--- src/rtl/seg7_pkg.sv ---
// Shared constants and digit type for the 8-digit seven-segment scan controller.
package seg7_pkg;

  localparam int         NUM_DIGITS = 8;
  localparam logic [7:0] AN_OFF     = 8'hFF;
  localparam logic [6:0] SEG_BLANK  = 7'h00;

  // Active-high segments, bit order {g,f,e,d,c,b,a}
  localparam logic [6:0] SEG_PATTERN [16] = '{
    7'h3F, 7'h06, 7'h5B, 7'h4F, 7'h66, 7'h6D, 7'h7D, 7'h07,
    7'h7F, 7'h6F, 7'h77, 7'h7C, 7'h39, 7'h5E, 7'h79, 7'h71
  };

  typedef struct packed {
    logic       dp;
    logic [3:0] val;
  } digit_t;

endpackage

--- src/rtl/seg7_hex_decode.sv ---
// Combinational hex nibble to active-high seven-segment pattern.
module seg7_hex_decode
  import seg7_pkg::*;
(
  input  logic [3:0] hex,
  output logic [6:0] seg
);

  assign seg = SEG_PATTERN[hex];

endmodule

--- src/rtl/seg7_scan_ctrl.sv ---
// Digit multiplex scheduler: prescaled slots, enabled-digit rotation, anti-ghost
// blanking, leading-zero suppression and a frame-atomic double-buffered digit store.
module seg7_scan_ctrl
  import seg7_pkg::*;
#(
  parameter int DIV       = 100000,
  parameter int BLANK_CYC = 1000
) (
  input  logic       CLK,
  input  logic       RST,
  input  logic       wr_en,
  input  logic [2:0] wr_idx,
  input  logic [3:0] wr_val,
  input  logic       wr_dp,
  input  logic       commit,
  input  logic [7:0] en_mask,
  input  logic       lz_en,
  output logic [7:0] AN,
  output logic [7:0] CA,
  output logic       commit_pend,
  output logic       frame_done
);

  localparam int PW = (DIV > 2) ? $clog2(DIV) : 1;

  logic [PW-1:0]         pre;
  logic [2:0]            slot;
  logic [2:0]            nxt_slot;
  digit_t                shadow [NUM_DIGITS];
  digit_t                active [NUM_DIGITS];
  logic                  tick, wrap, mask_any, apply;
  logic [NUM_DIGITS-1:0] lz_blank;
  logic [6:0]            seg;

  assign tick     = (pre == PW'(DIV - 1));
  assign mask_any = |en_mask;

  // Smallest forward distance to an enabled digit wins; distance 8 is the slot itself.
  always_comb begin
    logic [2:0] cand;
    nxt_slot = slot;
    cand     = slot;
    for (int k = NUM_DIGITS; k >= 1; k--) begin
      cand = 3'(int'(slot) + k);
      if (en_mask[cand]) nxt_slot = cand;
    end
  end

  assign wrap  = mask_any && (nxt_slot <= slot);
  assign apply = tick && wrap && commit_pend;

  // A digit blanks when it and every enabled digit above it hold zero.
  always_comb begin
    logic zero_above;
    zero_above = 1'b1;
    lz_blank   = '0;
    for (int i = NUM_DIGITS - 1; i >= 1; i--) begin
      lz_blank[i] = lz_en && (active[i].val == 4'h0) && zero_above;
      if (en_mask[i] && (active[i].val != 4'h0)) zero_above = 1'b0;
    end
  end

  seg7_hex_decode u_dec (
    .hex (active[slot].val),
    .seg (seg)
  );

  always_ff @(posedge CLK) begin
    if (RST) begin
      pre         <= '0;
      slot        <= '0;
      AN          <= AN_OFF;
      CA          <= 8'hFF;
      commit_pend <= 1'b0;
      frame_done  <= 1'b0;
      for (int i = 0; i < NUM_DIGITS; i++) begin
        shadow[i] <= '0;
        active[i] <= '0;
      end
    end else begin
      if (tick) begin
        pre  <= '0;
        slot <= nxt_slot;
      end else begin
        pre <= pre + PW'(1);
      end

      frame_done <= tick && wrap;

      // Copy reads shadow before this edge's write lands, so a same-edge write is excluded.
      if (apply) begin
        for (int i = 0; i < NUM_DIGITS; i++) active[i] <= shadow[i];
        commit_pend <= 1'b0;
      end else if (commit) begin
        commit_pend <= 1'b1;
      end

      if (wr_en) shadow[wr_idx] <= '{dp: wr_dp, val: wr_val};

      if (!mask_any) begin
        AN <= AN_OFF;
        CA <= 8'hFF;
      end else begin
        AN <= (pre < PW'(BLANK_CYC)) ? AN_OFF : ~(8'h01 << slot);
        CA <= ~{active[slot].dp, lz_blank[slot] ? SEG_BLANK : seg};
      end
    end
  end

endmodule
--- config.mk ---
export PLATFORM = sky130hd
export DESIGN_NAME = seg7_scan_ctrl
export DESIGN_NICKNAME = d
export VERILOG_FILES = /design/src/rtl/seg7_pkg.sv /design/src/rtl/seg7_hex_decode.sv /design/src/rtl/seg7_scan_ctrl.sv
export SDC_FILE = /design/constraint.sdc
export NUM_CORES = 1
export LEC_CHECK = 0
export CORE_MARGIN = 4
export CORE_UTILIZATION = 56
export CTS_CLUSTER_SIZE = 12
export DETAILED_ROUTE_END_ITERATION = 7
export PLACE_DENSITY = 0.79
export SLEW_MARGIN = 10
export SYNTH_ARGS = -nofsm -noshare
export SYNTH_HDL_FRONTEND = slang
export SYNTH_SLANG_ARGS = --single-unit
--- constraint.sdc ---
create_clock -name CLK -period 10 [get_ports CLK]
set_clock_uncertainty 0.15 [all_clocks]
set_input_delay 3 -clock CLK [delete_from_list [all_inputs] [get_ports CLK]]
set_output_delay 3 -clock CLK [all_outputs]
set_load 0.05 [all_outputs]
==> impl_metrics.yaml <==
setup_path:
  crit_required_ns: 9.98
  crit_top_cell: "o21ai_0"
  max_stage_delay_ns: 0.81
  crit_path_top_delay_cell: "a31o_2"
  worstSetupPathType: "in2reg"
  cp-start-kind: "primary input"
  cp_cell_sequence: "clkdlybuf4s50_1 > mux2i_1 > mux4_2 > o21ai_0 > nor3_1 > o41ai_2 > o31ai_1 > ha_1 > nor2b_1 > o21ai_0 > a32oi_1 > nor2_1 > a31o_2"
  cp.arrival_ns: 6.87
  cp-end-kind: "register"
  crit_fanout: 41
die:
  core_area_sq_um: 10800
  die_x_um: 113
  start_util: 0.572
  pin_count: 39
  fp.dieH_um: 113
  dieArea_sq_um: 12800
  core.rowCount: 38
outcome:
  outcome: "completed"
synth:
  synth_cells: 527
  synth_nets: 564
  ys_seq_area_frac: 0.522
  async_flop_share: 0
  ys_ff_latch: 121
  synth_most_common_cell: "edfxtp_1"
  synth_top_area_frac: 0.389
  synth_area_leaders: "edfxtp_1 39%, dfxtp_1 13%, mux4_2 7.3%"
  synth_area_per_cell_sq_um: 11.7
  yosysTopAreaCell: "edfxtp_1"
  ys_types: 64
  synth_ff_type: "edfxtp_1"
  synthesis.area_sq_um: 6170
  synth_top_cells_by_count: "80 x edfxtp_1, 41 x and2_1, 41 x dfxtp_1"
  synth-edff-count: 80
  yosys_warnings: 0
pwr:
  p_sw_frac: 0.225
  intPower_uw: 945
  irDropWorstVdd_mv: 0.118
  p_comb_frac: 0.071
  total_leakage_power_nw: 2.63
  pwr-share-clk: 0.464
  p_per_area_nw_per_um2: 170
  seq_power_share: 0.466
  switchingPower_uw: 274
detailed_routing:
  ant_nets: 0
  drt_iter0_drc: 375
  dr.pass1.iters: 6
  drc: 0
  vias_per_cell: 5.91
  vias: 4207
  wirelength_um: 12400
  wl_per_cell_um: 17.4
timing:
  layout_setup_ws_ns: 3.11
  hold_viol: 0
  finalMaxSlewViolations: 0
  setup_tns_ns: 0
  setup_viol: 0
  rsz0062_at_grt: "no"
  fmax_mhz: 145
  slew_headroom: 0.237
  period_needed_ns: 6.89
  fin_crit_sh: 0.689
  worstMarginPinSlew_ns: 1.11
clock_network:
  insertion_delay_ns: 0.51
  cts_num_sinks: 121
  cts_tree: "yes"
  cts_buffer_depth: 2
  cts-buffers-inserted: 17
  post-cts-setup-buffers: 0
  root_buffer: "clkbuf_8"
  cts_max_level: 4
  cts_resized: 0
  path_clk_slew_ns: 0.05
  cts_hold_buf: 0
cells_and_area:
  drive_gt1_frac: 0.135
  antenna_cells: 0
  nets: 596
  areaGrowthSynthToFinish_pct: 16.2
job:
  maxCapViolCount: 0
placed_design:
  io_buffers: 38
  gp_congestion: 0.906
  dp_hpwl_um: 8520
  preCtsSetupSlack_ns: 2.59
global_route:
  grt_max_degree: 42
  grt_antenna_before_repair: 0
  grt_pass1_vias: 4125
  grt_pass1_wl_um: 20300
  gr-total-overflow: 0
  grtUsageTotal: 0.201
hold_path:
  worstHoldPathType: "reg2reg"
## metrics by stage
stage	power, mW	util	hold WS (ns)	cells	cell area, sq um
5_1_grt	1.26	0.664	0.359	712	7170
2_1_floorplan	0.630	-	0.276	527	6170
3_5_place_dp	0.663	0.613	0.299	680	6620
6_report	1.22	0.664	0.303	712	7170
4_1_cts	1.23	0.664	0.307	712	7170
3_3_place_gp	0.660	0.613	0.288	680	6620
## final timing paths
path | from | end | slack [ns] | depth (start not counted)
worst max-delay path | en_mask[3] | active[2][3]$_SDFFCE_PN0P_ | 3.11 | 13
worst min-delay path | pre[0]$_SDFF_PP0_ | pre[0]$_SDFF_PP0_ | 0.30 | 1
worst max register to register | slot[1]$_SDFFE_PP0N_ | active[2][3]$_SDFFCE_PN0P_ | 4.27 | 14
worst min register to register | pre[0]$_SDFF_PP0_ | pre[0]$_SDFF_PP0_ | 0.30 | 1
## cell type report
cell class / instances / area, sq um
clock inverter: 12 / 125
fill: 800 / 3620
inverter: 16 / 60.1
tap: 140 / 175
timing repair buffer: 42 / 410
clock buffer: 20 / 425
sequential: 121 / 3220
multi-input combinational: 361 / 2750
## flip-flops by register name (all words and copies together) (netlist names), named ones only
| name | cells |
|---|---|
| AN | 8 |
| commit_pend | 1 |
| frame_done | 1 |
| pre | 17 |
| active | 40 |
| slot | 3 |
| CA | 8 |
| shadow | 40 |
## placed cells by master (no fill, tap or decap), types with 9 or more instances in the layout
| cell | synthesis | layout |
|---|---|---|
| nand2_1 | 25 | 25 |
| or2_2 | 11 | 11 |
| xor2_1 | 11 | 11 |
| nor4_1 | 13 | 13 |
| and3_1 | 35 | 35 |
| o21ai_0 | 16 | 16 |
| and2_1 | 41 | 41 |
| ha_1 | 16 | 16 |
| nand3_1 | 12 | 12 |
| mux2i_1 | 17 | 17 |
| clkdlybuf4s50_1 | 0 | 38 |
| nor3_1 | 9 | 9 |
| nor2b_1 | 12 | 12 |
| inv_1 | 15 | 15 |
| dfxtp_1 | 41 | 41 |
| a21oi_1 | 11 | 11 |
| edfxtp_1 | 80 | 80 |
| clkbuf_16 | 0 | 16 |
| mux4_2 | 20 | 20 |
| nor2_1 | 34 | 34 |
## per-layer routing
metal / up-vias / global-route usage / share of wire
li1: 2019 / - / -
met1: 2023 / 0.261 / 0.44
met2: 146 / 0.333 / 0.49
met3: 19 / 0.0503 / 0.055
met4: 0 / 0.0681 / 0.015
met5: - / 0 / 0
## cell families after synthesis
family	after synthesis	share of synthesized area
AND/OR/NAND/NOR	215	0.193
buffers and inverters	45	0.0320
multiplexers	43	0.115
flip-flops	121	0.522
AO/OA/AOI/OAI	68	0.0793
XOR/XNOR	19	0.0270
adder cells (fa/ha/maj)	16	0.0324
## worst max-delay path: cells and delay by family
family	cells	cell delay, ns
buffers and inverters	1	0.68
AOI/OAI and AO/OA	6	1.72
muxes	2	0.78
adders and majority gates	1	0.30
and+or+nand+nor	3	0.34
## power by group through the flow
stage | clock network, mW | registers, mW | logic (mW)
after global placement | 0 | 0.577 | 0.0826
after global routing | 0.596 | 0.570 | 0.0929
after floorplan | 0 | 0.582 | 0.0475
after CTS | 0.572 | 0.568 | 0.0857
final | 0.565 | 0.568 | 0.0860
after detailed placement | 0 | 0.578 | 0.0851
Power figures use the tool's default switching activity.
